File: config.mk
export PLATFORM = sky130hd
export DESIGN_NAME = fb_write_arbiter
export DESIGN_NICKNAME = d
export VERILOG_FILES = /design/src/rtl/fb_write_arbiter.sv
export SDC_FILE = /design/constraint.sdc
export NUM_CORES = 1
export LEC_CHECK = 0
export BUFFER_PORTS_ARGS = -buffer_cell sky130_fd_sc_hd__buf_2
export CAP_MARGIN = 40
export CORE_MARGIN = 2
export CORE_UTILIZATION = 40
export DETAILED_ROUTE_END_ITERATION = 6
export PLACE_DENSITY_LB_ADDON = 0.2
export SLEW_MARGIN = 0
export SYNTH_ARGS = -nofsm -noshare
export SYNTH_HDL_FRONTEND = slang
export SYNTH_SLANG_ARGS = --single-unit
File: constraint.sdc
create_clock -name clk -period 3.14 [get_ports clk]
set_input_delay 0.471 -clock clk [delete_from_list [all_inputs] [get_ports clk]]
set_output_delay 0.471 -clock clk [all_outputs]
set_load 0.02 [all_outputs]
File: src/rtl/fb_write_arbiter.sv
`default_nettype none
// =============================================================================
// fb_write_arbiter: merges accelerator, clear-sweep and buffered CPU writes
// onto the single frame-buffer write port (priority XL > clear > CPU FIFO).
// Revision: 1.0
// =============================================================================
module fb_write_arbiter #(
  parameter int MEM_WIDTH      = 1,
  parameter int MEM_DEPTH      = 786432,
  parameter int MEM_ADDR_WIDTH = $clog2(MEM_DEPTH),
  parameter int FIFO_DEPTH     = 4
) (
  input  logic                      clk,
  input  logic                      rst_n,
  input  logic                      XL_wr_en,
  input  logic [MEM_ADDR_WIDTH-1:0] XL_wr_addr,
  input  logic [MEM_WIDTH-1:0]      XL_wr_data,
  input  logic                      cpu_wr_valid,
  output logic                      cpu_wr_ready,
  input  logic [MEM_ADDR_WIDTH-1:0] cpu_wr_addr,
  input  logic [MEM_WIDTH-1:0]      cpu_wr_data,
  input  logic                      clr_start,
  input  logic [MEM_WIDTH-1:0]      clr_color,
  output logic                      clr_ready,
  output logic                      clr_busy,
  output logic                      fb_wr_en,
  output logic [MEM_ADDR_WIDTH-1:0] fb_wr_addr,
  output logic [MEM_WIDTH-1:0]      fb_wr_data
);

  localparam int PTR_W = $clog2(FIFO_DEPTH);
  localparam logic [MEM_ADDR_WIDTH-1:0] LAST_ADDR = MEM_ADDR_WIDTH'(MEM_DEPTH - 1);
  localparam logic [MEM_ADDR_WIDTH-1:0] ADDR_ONE  = MEM_ADDR_WIDTH'(1);
  localparam logic [PTR_W:0]            CNT_FULL  = (PTR_W + 1)'(FIFO_DEPTH);
  localparam logic [PTR_W:0]            CNT_ONE   = (PTR_W + 1)'(1);
  localparam logic [PTR_W-1:0]          PTR_ONE   = PTR_W'(1);

  typedef enum logic [0:0] {
    ST_IDLE  = 1'b0,
    ST_SWEEP = 1'b1
  } state_e;

  logic [MEM_ADDR_WIDTH-1:0] fifo_addr_q [FIFO_DEPTH];
  logic [MEM_WIDTH-1:0]      fifo_data_q [FIFO_DEPTH];
  logic [PTR_W-1:0]          wptr_q;
  logic [PTR_W-1:0]          rptr_q;
  logic [PTR_W:0]            count_q;
  logic [PTR_W:0]            count_d;

  state_e                    state_q;
  logic [MEM_ADDR_WIDTH-1:0] clr_cnt_q;
  logic [MEM_WIDTH-1:0]      clr_color_q;

  logic                      fb_wr_en_q;
  logic [MEM_ADDR_WIDTH-1:0] fb_wr_addr_q;
  logic [MEM_WIDTH-1:0]      fb_wr_data_q;

  logic fifo_full;
  logic fifo_empty;
  logic push;
  logic pop;
  logic clr_grant;
  logic clr_accept;

  // All handshake outputs decode registered state only.
  assign fifo_full    = (count_q == CNT_FULL);
  assign fifo_empty   = (count_q == '0);
  assign clr_busy     = (state_q == ST_SWEEP);
  assign cpu_wr_ready = ~fifo_full;
  assign clr_ready    = ~clr_busy & fifo_empty;

  assign push       = cpu_wr_valid & ~fifo_full;
  assign clr_grant  = ~XL_wr_en & clr_busy;
  assign pop        = ~XL_wr_en & ~clr_busy & ~fifo_empty;
  assign clr_accept = clr_start & clr_ready;

  always_comb begin
    count_d = count_q;
    if (push && !pop) begin
      count_d = count_q + CNT_ONE;
    end else if (pop && !push) begin
      count_d = count_q - CNT_ONE;
    end
  end

  always_ff @(posedge clk) begin
    if (push) begin
      fifo_addr_q[wptr_q] <= cpu_wr_addr;
      fifo_data_q[wptr_q] <= cpu_wr_data;
    end
  end

  always_ff @(posedge clk or negedge rst_n) begin
    if (!rst_n) begin
      wptr_q  <= '0;
      rptr_q  <= '0;
      count_q <= '0;
    end else begin
      if (push) wptr_q <= wptr_q + PTR_ONE;
      if (pop)  rptr_q <= rptr_q + PTR_ONE;
      count_q <= count_d;
    end
  end

  always_ff @(posedge clk or negedge rst_n) begin
    if (!rst_n) begin
      state_q     <= ST_IDLE;
      clr_cnt_q   <= '0;
      clr_color_q <= '0;
    end else begin
      case (state_q)
        ST_IDLE: begin
          if (clr_accept) begin
            state_q     <= ST_SWEEP;
            clr_cnt_q   <= '0;
            clr_color_q <= clr_color;
          end
        end
        ST_SWEEP: begin
          // The counter only advances on cycles the clear actually owns the port.
          if (clr_grant) begin
            if (clr_cnt_q == LAST_ADDR) begin
              state_q   <= ST_IDLE;
              clr_cnt_q <= '0;
            end else begin
              clr_cnt_q <= clr_cnt_q + ADDR_ONE;
            end
          end
        end
        default: state_q <= ST_IDLE;
      endcase
    end
  end

  always_ff @(posedge clk or negedge rst_n) begin
    if (!rst_n) begin
      fb_wr_en_q   <= 1'b0;
      fb_wr_addr_q <= '0;
      fb_wr_data_q <= '0;
    end else begin
      fb_wr_en_q <= XL_wr_en | clr_busy | ~fifo_empty;
      if (XL_wr_en) begin
        fb_wr_addr_q <= XL_wr_addr;
        fb_wr_data_q <= XL_wr_data;
      end else if (clr_busy) begin
        fb_wr_addr_q <= clr_cnt_q;
        fb_wr_data_q <= clr_color_q;
      end else if (!fifo_empty) begin
        fb_wr_addr_q <= fifo_addr_q[rptr_q];
        fb_wr_data_q <= fifo_data_q[rptr_q];
      end
    end
  end

  assign fb_wr_en   = fb_wr_en_q;
  assign fb_wr_addr = fb_wr_addr_q;
  assign fb_wr_data = fb_wr_data_q;

endmodule
`default_nettype wire
=== Word level (Yosys, flattened, before mapping) ===
Memory sizes are Yosys's and may differ from the RTL's.
Index checks and enable logic that the tools add are counted.

* Bits of input ports: 48
* Register bits: 51
* Memories: 2
* Memory bits (writable): 84
* Word-level logic and storage cells: 59
* Output and inout port bits: 25

* Reductions and logical operators: 8
* Equal/unequal tests: 5
* Mux-type cells: 18
* Bitwise logic cells: 12
* Add/sub/neg operators: 5

{| class="wikitable"
|+ Memory list
! memory !! words !! bits a word !! rd ports !! clocked after memory_dff !! write ports !! line !! RTL
|-
| fifo_addr_q || 4 || 20 || 1 || 0 || 1 || 43 || <nowiki>logic [MEM_ADDR_WIDTH-1:0] fifo_addr_q [FIFO_DEPTH];</nowiki>
|-
| fifo_data_q || 4 || 1 || 1 || 0 || 1 || 44 || <nowiki>logic [MEM_WIDTH-1:0] fifo_data_q [FIFO_DEPTH];</nowiki>
|}

{| class="wikitable"
|+ Operators with widths
! cell !! count
|-
| two-way mux 20 bit || 6
|-
| one-hot mux 20 bit (2 select lines) || 1
|-
| adder 20 x 1 -> 20 bit, second input constant || 1
|-
| equality test 20 bit, second input constant || 1
|-
| two-way mux 1 bit || 8
|-
| AND 1 bit || 6
|-
| two-way mux 3 bit || 2
|-
| adder 2 x 1 -> 2 bit, second input constant || 2
|-
| inverter 1 bit || 4
|-
| AND reduction 2 bit || 2
|-
| adder 3 x 1 -> 3 bit, second input constant || 1
|-
| equality test 3 bit, second input constant || 1
|-
| zero test 3 bit || 1
|-
| inequality test 3 bit, second input constant || 1
|-
| subtractor 3 x 1 -> 3 bit, second input constant || 1
|-
| logical AND 1 bit || 2
|-
| zero test 1 bit || 2
|-
| inequality test 2 x 1 -> 1 bit, second input constant || 1
|-
| inequality test 2 bit, second input constant || 1
|-
| bitwise OR 1 bit || 2
|-
| one-hot mux 1 bit (2 select lines) || 1
|-
| nonzero test 2 bit || 1
|}

=== Depth between registers and ports, before layout ===
Gate-level depths: netlist of run 1.

* Word-level depth: 7
* Depth in mapped cells: 9
* Mapped depth without buffers: 9

=== Worst setup path after synthesis of run 1 ===
OpenSTA, ideal clock, no wires.

* Path kind: register to register
* Start: register count_q[0]
* End: register count_q[1]
* Period minus slack after synthesis: 2.033 ns
* Library setup time: 0.125 ns
* Path buffers: 0
* Data required time: 3.015 ns
* Setup slack: 1.107 ns
* Data arrival time: 1.908 ns
* Stages on the path, launching flop included: 8
* Cell sequence: dfrtp_1 > nor2_1 > nand2_1 > and2_0 > ha_1 > inv_1 > fa_1 > mux2_2

* Elaborated cells on any way between the ends: 15
* Those cells by class: 2 x add/sub; 1 x eq/ne; 2 x mux; 4 x bitwise; 6 x reduce/logical

{| class="wikitable"
|+ RTL lines
! what !! line !! RTL
|-
| start: declaration || 47 || <nowiki>logic [PTR_W:0] count_q;</nowiki>
|-
| start signal: assignment || 101 || <nowiki>count_q <= count_d;</nowiki>
|-
| equality test 3 bit || 66 || <nowiki>assign fifo_full = (count_q == CNT_FULL);</nowiki>
|-
| inverter 1 bit || - ||
|-
| named net cpu_wr_ready || 19 || <nowiki>output logic cpu_wr_ready,</nowiki>
|-
| AND 1 bit || 72 || <nowiki>assign push = cpu_wr_valid & ~fifo_full;</nowiki>
|-
| named net push || 60 || <nowiki>logic push;</nowiki>
|-
| logical AND 1 bit || 79 || <nowiki>if (push && !pop) begin</nowiki>
|-
| two-way mux 3 bit || 79 ||
|-
| named net count_d[1] || 48 || <nowiki>logic [PTR_W:0] count_d;</nowiki>
|}

The timed path passes the listed nets, and every way through them passes these cells. The select of a mux whose other input is x is not followed.
A chain may end at the register's enable or synchronous reset.

=== Worst setup path after layout of run 1 ===
* Start: register count_q[0]
* End: output clr_ready

* Longest elaborated chain between the ends: 2

{| class="wikitable"
|+ Ends and longest elaborated chain
! what !! line !! RTL
|-
| zero test 3 bit || 67 || <nowiki>assign fifo_empty = (count_q == '0);</nowiki>
|-
| AND 1 bit || 70 || <nowiki>assign clr_ready = ~clr_busy & fifo_empty;</nowiki>
|-
| end: declaration || 24 || <nowiki>output logic clr_ready,</nowiki>
|}

No other way between the ends.

==> results.md, run 1 <==
- Result of the run: completed
- Vias per cell: 5.48
- Resize count post-CTS: 0
- Proportion of synthesized chip area in sequential cells: 65.2%
- Worst Path Max Fanout: 33
- Number of post-CTS setup repair buffers: 0
- Register cell area after layout: 3800 sq um
- Final Critical Period: 2.61 ns
- Gr ovfl total: 0
- Vias in the first global route: 3958
- Setup-violating endpoint count in the final report: 0
- Total I/O pin count: 73
- Multi-input gate area: 1880 sq um
- Skew-Pair Late Insertion Delay: 0.42 ns
- Gate count of the mapped netlist: 416
- Final worst path period share: 83.1%
- Port Buffers: 72
- RSZ-0062 raised after global routing: false
- Number of max-cap violations: 0
- Total Negative Setup Slacks: 0 ns
- Worst min path class: input port to async pin
- Clock tree from TritonCTS: done
- Core area: 14400 sq um
- Area grow syn2layout: 19.7%
- Number of rows created at floorplan: 44
- Max-Slew Margin vs Limit: 43.1%
- Clock buffer depth: 2
- Achievable clock frequency: 0.383 GHz
- Die outline area: 15500 sq um
- Yosys cell types: 46
- Biggest area contributors in the synthesized netlist: edfxtp_1 43%, dfrtp_1 22%, mux4_2 8.1%
- Post-synthesis average cell area: 14.0 sq um
- Critical Path RT: 2.67 ns
- TritonCTS buffer count: 17
- DRC violations left: 0
- Starting Density: 40.5%
- Post-layout nets: 554
- Peak ir drop on the vdd network: 0.000476 V
- Worst-case clock skew: 0.00655 ns
- Count of non-filler cells in the finished layout: 696
- Number of enable flip-flop cells after synthesis: 84
- Share of flip-flops with an asynchronous set or reset: 37.8%
- Share of post-route cells with drive strength above 1: 27.9%
- Total track usage: 17.6%
- Die height: 125 microns
- Largest net degree at the start of global routing: 47
- Initial DRC Count: 343
- Most common cell in the synthesized netlist: edfxtp_1
- Final HPWL from detailed placement: 8830 microns
- # placed instances: 664
- Maximum level of the CTS H-tree: 4
- Actual slew at the worst max-slew pin: 0.854 ns
- Critical path endpoint category: primary output
- Clock root buffer: clkbuf_16
- First-pass GRT wire length: 20900 microns
- Routed wirelength normalized by instance count: 18.6 microns
- Routability cong.: 0.859
- Num Clock Sinks: 135
- Number of antenna-violating nets in the routed design: 0
- Total power divided by cell area: 726 nW/um^2
- Die W: 125 microns
- Most frequent cells after synthesis: 84 x edfxtp_1, 51 x dfrtp_1, 38 x nand2_1
- Number of filler cells placed in the layout: 1249
- Top_reg_cell synth: edfxtp_1
- Clock transition at the registers of the reported paths: 0.06 ns
- Number of detailed-route iterations in the first pass: 5
- Crit path DAT: 2.14 ns
- Post-synth top area share: 43.3%
- Count of synthesis-stage warnings from yosys: 0
- Netlist area before placement: 5830 sq um
- Count of inserted antenna diode cells: 0
- Worst Path Class, Setup: flop to primary output
- Yosys top cell by area: edfxtp_1
- Number of vias in the routed layout: 3816
- Hold buffer count at cts: 0
- Count of final max-slew check failures: 0
- Antenna violations before repair: 0
- Post-Syn Nets: 471
- Leakage power figure: 2.65 nW
- Worst Setup Start Kind: flop
- Final count of hold timing violations: 0
- Total length of routed wires: 13000 microns
- Register bit total from synthesis: 135
sequential cells by signal, indices dropped and copies added, names as in the netlist:
| register | cells |
|---|---|
| count_q | 3 |
| fb_wr_data | 1 |
| clr_busy | 1 |
| clr_cnt_q | 20 |
| fifo_addr_q | 80 |
| rptr_q | 2 |
| wptr_q | 2 |
| fb_wr_en | 1 |
| fifo_data_q | 4 |
| fb_wr_addr | 20 |
| clr_color_q | 1 |
power breakdown:
part	total [mW]	switching (mW)	internal, mW	leakage, nW
clock	1.90	0.797	1.10	0.276
combinational	0.774	0.472	0.302	0.982
sequential	2.39	0.156	2.23	1.39
total	5.06	1.43	3.64	2.65
layout make-up:
type	count	share of cell area [%]
flip-flops and latches	135	54.5
multi-input cells	248	26.9
clock buffers	17	6.10
clock inverters	15	2.01
repair buffers	85	6.57
well taps	184	3.30
inverters	12	0.646
layout by cell type, fill, tap and decap left out, drive strengths merged, types with 8 or more instances in the layout:
master  Yosys  routed
nand2      38      38
and3       10      10
nor2       19      19
clkbuf      9      17
o21ai      23      23
nor3       12      12
edfxtp     84      84
mux4       21      21
dfrtp      51      51
mux2i      17      17
inv        12      19
o31ai       8       8
a21oi      24      24
nand3      13      13
nand4       9       9
buf        12      85
logic make-up after synthesis:
logic type,share of synthesized area [%]
AOI/OAI and AO/OA,8.01
xor gates and xnor gates,1.05
adders and majority gates,1.63
buffers and inverters,2.58
DFF,65.2
muxes,11.4
and+or+nand+nor,10.1
worst max-delay path, cell delays in order (launching register included):
cell	delay (ns)
dfrtp_1	0.43
nor3_1	0.27
nand2_1	0.30
inv_2	0.15
buf_4	0.33
buf_2	0.23
final timing paths:
| path | slack, ns | cells past startpoint | from | to |
|---|---|---|---|---|
| worst min-delay path | 0.09 | 1 | rst_n | fb_wr_addr[8] |
| worst max-delay path | 0.53 | 5 | count_q[0] | clr_ready |
| max in group asynchronous | 2.28 | 2 | rst_n | clr_cnt_q[0] |
| worst min register to register | 0.50 | 1 | count_q[2] | count_q[2] |
| worst max register to register | 0.86 | 5 | clr_cnt_q[4] | clr_cnt_q[17] |
| min in group clk | 0.26 | 3 | XL_wr_addr[0] | fb_wr_addr[0] |
per-layer routing:
layer  vias to the layer above  track usage (%)  part of all wire, %
met2                       108             28.5                   48
li1                       1763                -                    -
met5                         -                0                    0
met4                         0             6.54                  2.2
met1                      1914             22.6                   44
met3                        31             5.03                  5.2
stage by stage:
step / total power, mW / hold WS [ns] / util (%) / area (sq um) / worst slack [ns]
after floorplan: 2.89 / 0.175 / - / 5830 / 1.11
after global placement: 3.18 / 0.484 / 44.6 / 6410 / 0.879
after detailed placement: 3.21 / 0.490 / 44.6 / 6410 / 0.926
after CTS: 5.12 / 0.109 / 48.5 / 6970 / 0.518
after global routing: 5.30 / 0.144 / 48.5 / 6970 / 0.401
final: 5.06 / 0.0903 / 48.5 / 6970 / 0.530
(Power assumes the default switching activity.)
==> run 2, diff against run 1 <==
==> constraint.sdc (replaced) <==
create_clock -name clk -period 2.6 [get_ports clk]
set_input_delay 0.39 -clock clk [delete_from_list [all_inputs] [get_ports clk]]
set_output_delay 0.39 -clock clk [all_outputs]
set_load 0.02 [all_outputs]
==> run 2 against run 1 <==
Net effect: power is 22% higher; final cell count is 0.72% higher; hold slack better by 0.082 ns; register-to-register slack worse by 0.41 ns; non-clock buffer count is 5 higher; core utilization is 0.49 points higher; via count is 0.60% higher; combinational power is 25% higher; die area stayed put; clock skew is 0.0029 ns higher; global-route usage is 0.31 points lower; largest cell class unchanged; highest routed layer unchanged.
==> results.md, run 2 (synthesis gave the netlist of run 1 again) <==
- Number of max-cap violations: 0 (unchanged)
- Most frequent standard cell in the layout excluding fill and tap cells: edfxtp_1
- Worst Path Max Fanout: 30 (-9.1%)
- RSZ-0062 raised after global routing: false
- Count of inserted antenna diode cells: 0 (unchanged)
- Number of flip-flops under the largest register name: 80 (unchanged)
- Clock root buffer: clkbuf_16
- Maximum level of the CTS H-tree: 4 (unchanged)
- Total I/O pin count: 73 (unchanged)
- Multi-input gate area: 1880 sq um (+0.13%)
- DRC violations left: 0 (unchanged)
- Number of vias in the routed layout: 3839 (+0.60%)
- Total Negative Setup Slacks: 0 ns (unchanged)
- Worst min path class: input port to flop
- Die height: 125 microns (unchanged)
- Hold path startpoint: XL_wr_addr[0]
- Number of filler cells placed in the layout: 1219 (-2.4%)
- Achievable clock frequency: 0.418 GHz
- Register with the most flip-flops: fifo_addr_q
- Final count of hold timing violations: 0 (unchanged)
- Area grow syn2layout: 20.9%
- Critical Path RT: 2.21 ns (-0.46 ns)
- Result of the run: completed
- Final Critical Period: 2.39 ns
- Gr ovfl total: 0 (unchanged)
- Worst Path Class, Setup: flop to primary output
- Port Buffers: 72 (unchanged)
- Routability cong.: 0.877 (+2.1%)
- Register cell area after layout: 3800 sq um (unchanged)
- Number of cells on the worst reg-to-reg path: 9 (+4)
- Total power divided by cell area: 880 nW/um^2 (+21%)
- Setup-violating endpoint count in the final report: 0 (unchanged)
- Clock tree from TritonCTS: done
- Number of detailed-route iterations in the first pass: 4 (-1)
- Vias in the first global route: 3920 (-0.96%)
- Reg-to-reg endpoint: count_q[2]
- Initial DRC Count: 293 (-15%)
- Max-Slew Margin vs Limit: 61.5% (+18 points)
- Commonest cells after routing, fill and taps aside: 84 x edfxtp_1, 72 x buf_2, 51 x dfrtp_1, 37 x nand2_1
- Final worst path period share: 92.1%
- Core area: 14400 sq um (unchanged)
- Largest net degree at the start of global routing: 47 (unchanged)
- Register-to-Register Setup Slack: 0.45 ns (-0.41 ns)
- Total track usage: 17.3% (-0.31 points)
- Total length of routed wires: 12900 microns (-0.46%)
- Number of antenna-violating nets in the routed design: 0 (unchanged)
- Final HPWL from detailed placement: 8720 microns (-1.3%)
- Number of post-CTS setup repair buffers: 0 (unchanged)
- Min-Delay Path Depth: 3
- Clock buffer depth: 2 (unchanged)
- Worst-case hold path end point: fb_wr_addr[0]
- Final-layout worst hold slack: 0.172 ns (+0.0817 ns)
- Share of post-route cells with drive strength above 1: 28.8% (+0.89 points)
- Crit Reg-Reg Startpoint: count_q[0]
- Vias per cell: 5.48 (-0.11%)
- Peak ir drop on the vdd network: 0.000579 V (+22%)
- Clock transition at the registers of the reported paths: 0.06 ns (about the same)
- Die W: 125 microns (unchanged)
- Worst Setup Start Kind: flop
- Num Clock Sinks: 135 (unchanged)
- Die outline area: 15500 sq um (unchanged)
- Antenna violations before repair: 0 (unchanged)
- Post-layout nets: 559 (+0.90%)
- Crit path DAT: 2.00 ns (-0.14 ns)
- Worst-case clock skew: 0.00944 ns (+0.00290 ns)
- Critical path endpoint category: primary output
- Utilization of the core after routing: 49.0% (+0.49 points)
- Actual slew at the worst max-slew pin: 0.563 ns (-0.291 ns)
- Leakage power figure: 2.68 nW (+1.3%)
- Count of final max-slew check failures: 0 (unchanged)
- Routed wirelength normalized by instance count: 18.4 microns (-1.2%)
- Skew-Pair Late Insertion Delay: 0.43 ns (about the same)
- TritonCTS buffer count: 17 (unchanged)
- Starting Density: 40.5% (unchanged)
- Number of rows created at floorplan: 44 (unchanged)
- First-pass GRT wire length: 20200 microns (-3.4%)
run 2: cell count changes in the layout (fill, tap and decap cells not counted), sizes merged:
| cell | change |
|---|---|
| inv | -3 |
| bufinv | +1 |
| clkbuf | +1 |
| clkinvlp | +1 |
| buf | +4 |
| dlygate4sd3 | +1 |
run 2: metrics by stage:
step | power [mW] | setup slack, ns | cell area (sq um) | instances
final | 6.20 | 0.206 | 7040 | 701
after global routing | 6.48 | 0.0442 | 7040 | 701
after CTS | 6.27 | 0.0248 | 7040 | 701
after detailed placement | 3.91 | 0.456 | 6450 | 668
after global placement | 3.86 | 0.512 | 6450 | 668
after floorplan | 3.49 | 0.567 | 5830 | 416
run 2: worst max-delay path by stage:
stage	from	endpoint	slack, ns
6_report	count_q[0]	clr_ready	0.21
3_3_place_gp	count_q[0]	count_q[2]	0.51
5_1_grt	count_q[0]	clr_ready	0.04
4_1_cts	count_q[0]	clr_ready	0.02
3_5_place_dp	count_q[0]	count_q[2]	0.46
2_1_floorplan	count_q[0]	count_q[1]	0.57
run 2: report_power, final:
part           internal [mW]  switching, mW  leakage, nW
Combinational          0.397          0.574         1.01
Clock                   1.42          0.926        0.281
Sequential              2.69          0.190         1.39
Total                   4.51           1.69         2.68
run 2: area by class of cell:
type	instances	area share, %
Sequential cell	135	53.9
Multi-Input combinational cell	248	26.7
Timing Repair Buffer	90	7.30
Clock buffer	18	6.09
Tap cell	184	3.27
Clock inverter	14	2.10
Inverter	12	0.639
run 2: critical path: stages (launching register included):
cell	delay, ns
dfrtp_1	0.43
nor3_1	0.31
nand2_2	0.22
inv_2	0.16
buf_6	0.25
buf_2	0.21
run 2: timing repair:
| item | in CTS | in global routing |
|---|---|---|
| setup endpoints to repair | 0 | 1 |
| endpoints found under the hold margin | 16 | 0 |
| gates resized for setup | 0 | 2 |
| hold buffers | 1 | 0 |
run 2: metal layers:
metal | global-route usage, % | wire, microns
met4 | 7.67 | 231
met1 | 22.0 | 5750
met5 | 0 | 0
met2 | 27.4 | 6330
met3 | 5.24 | 592
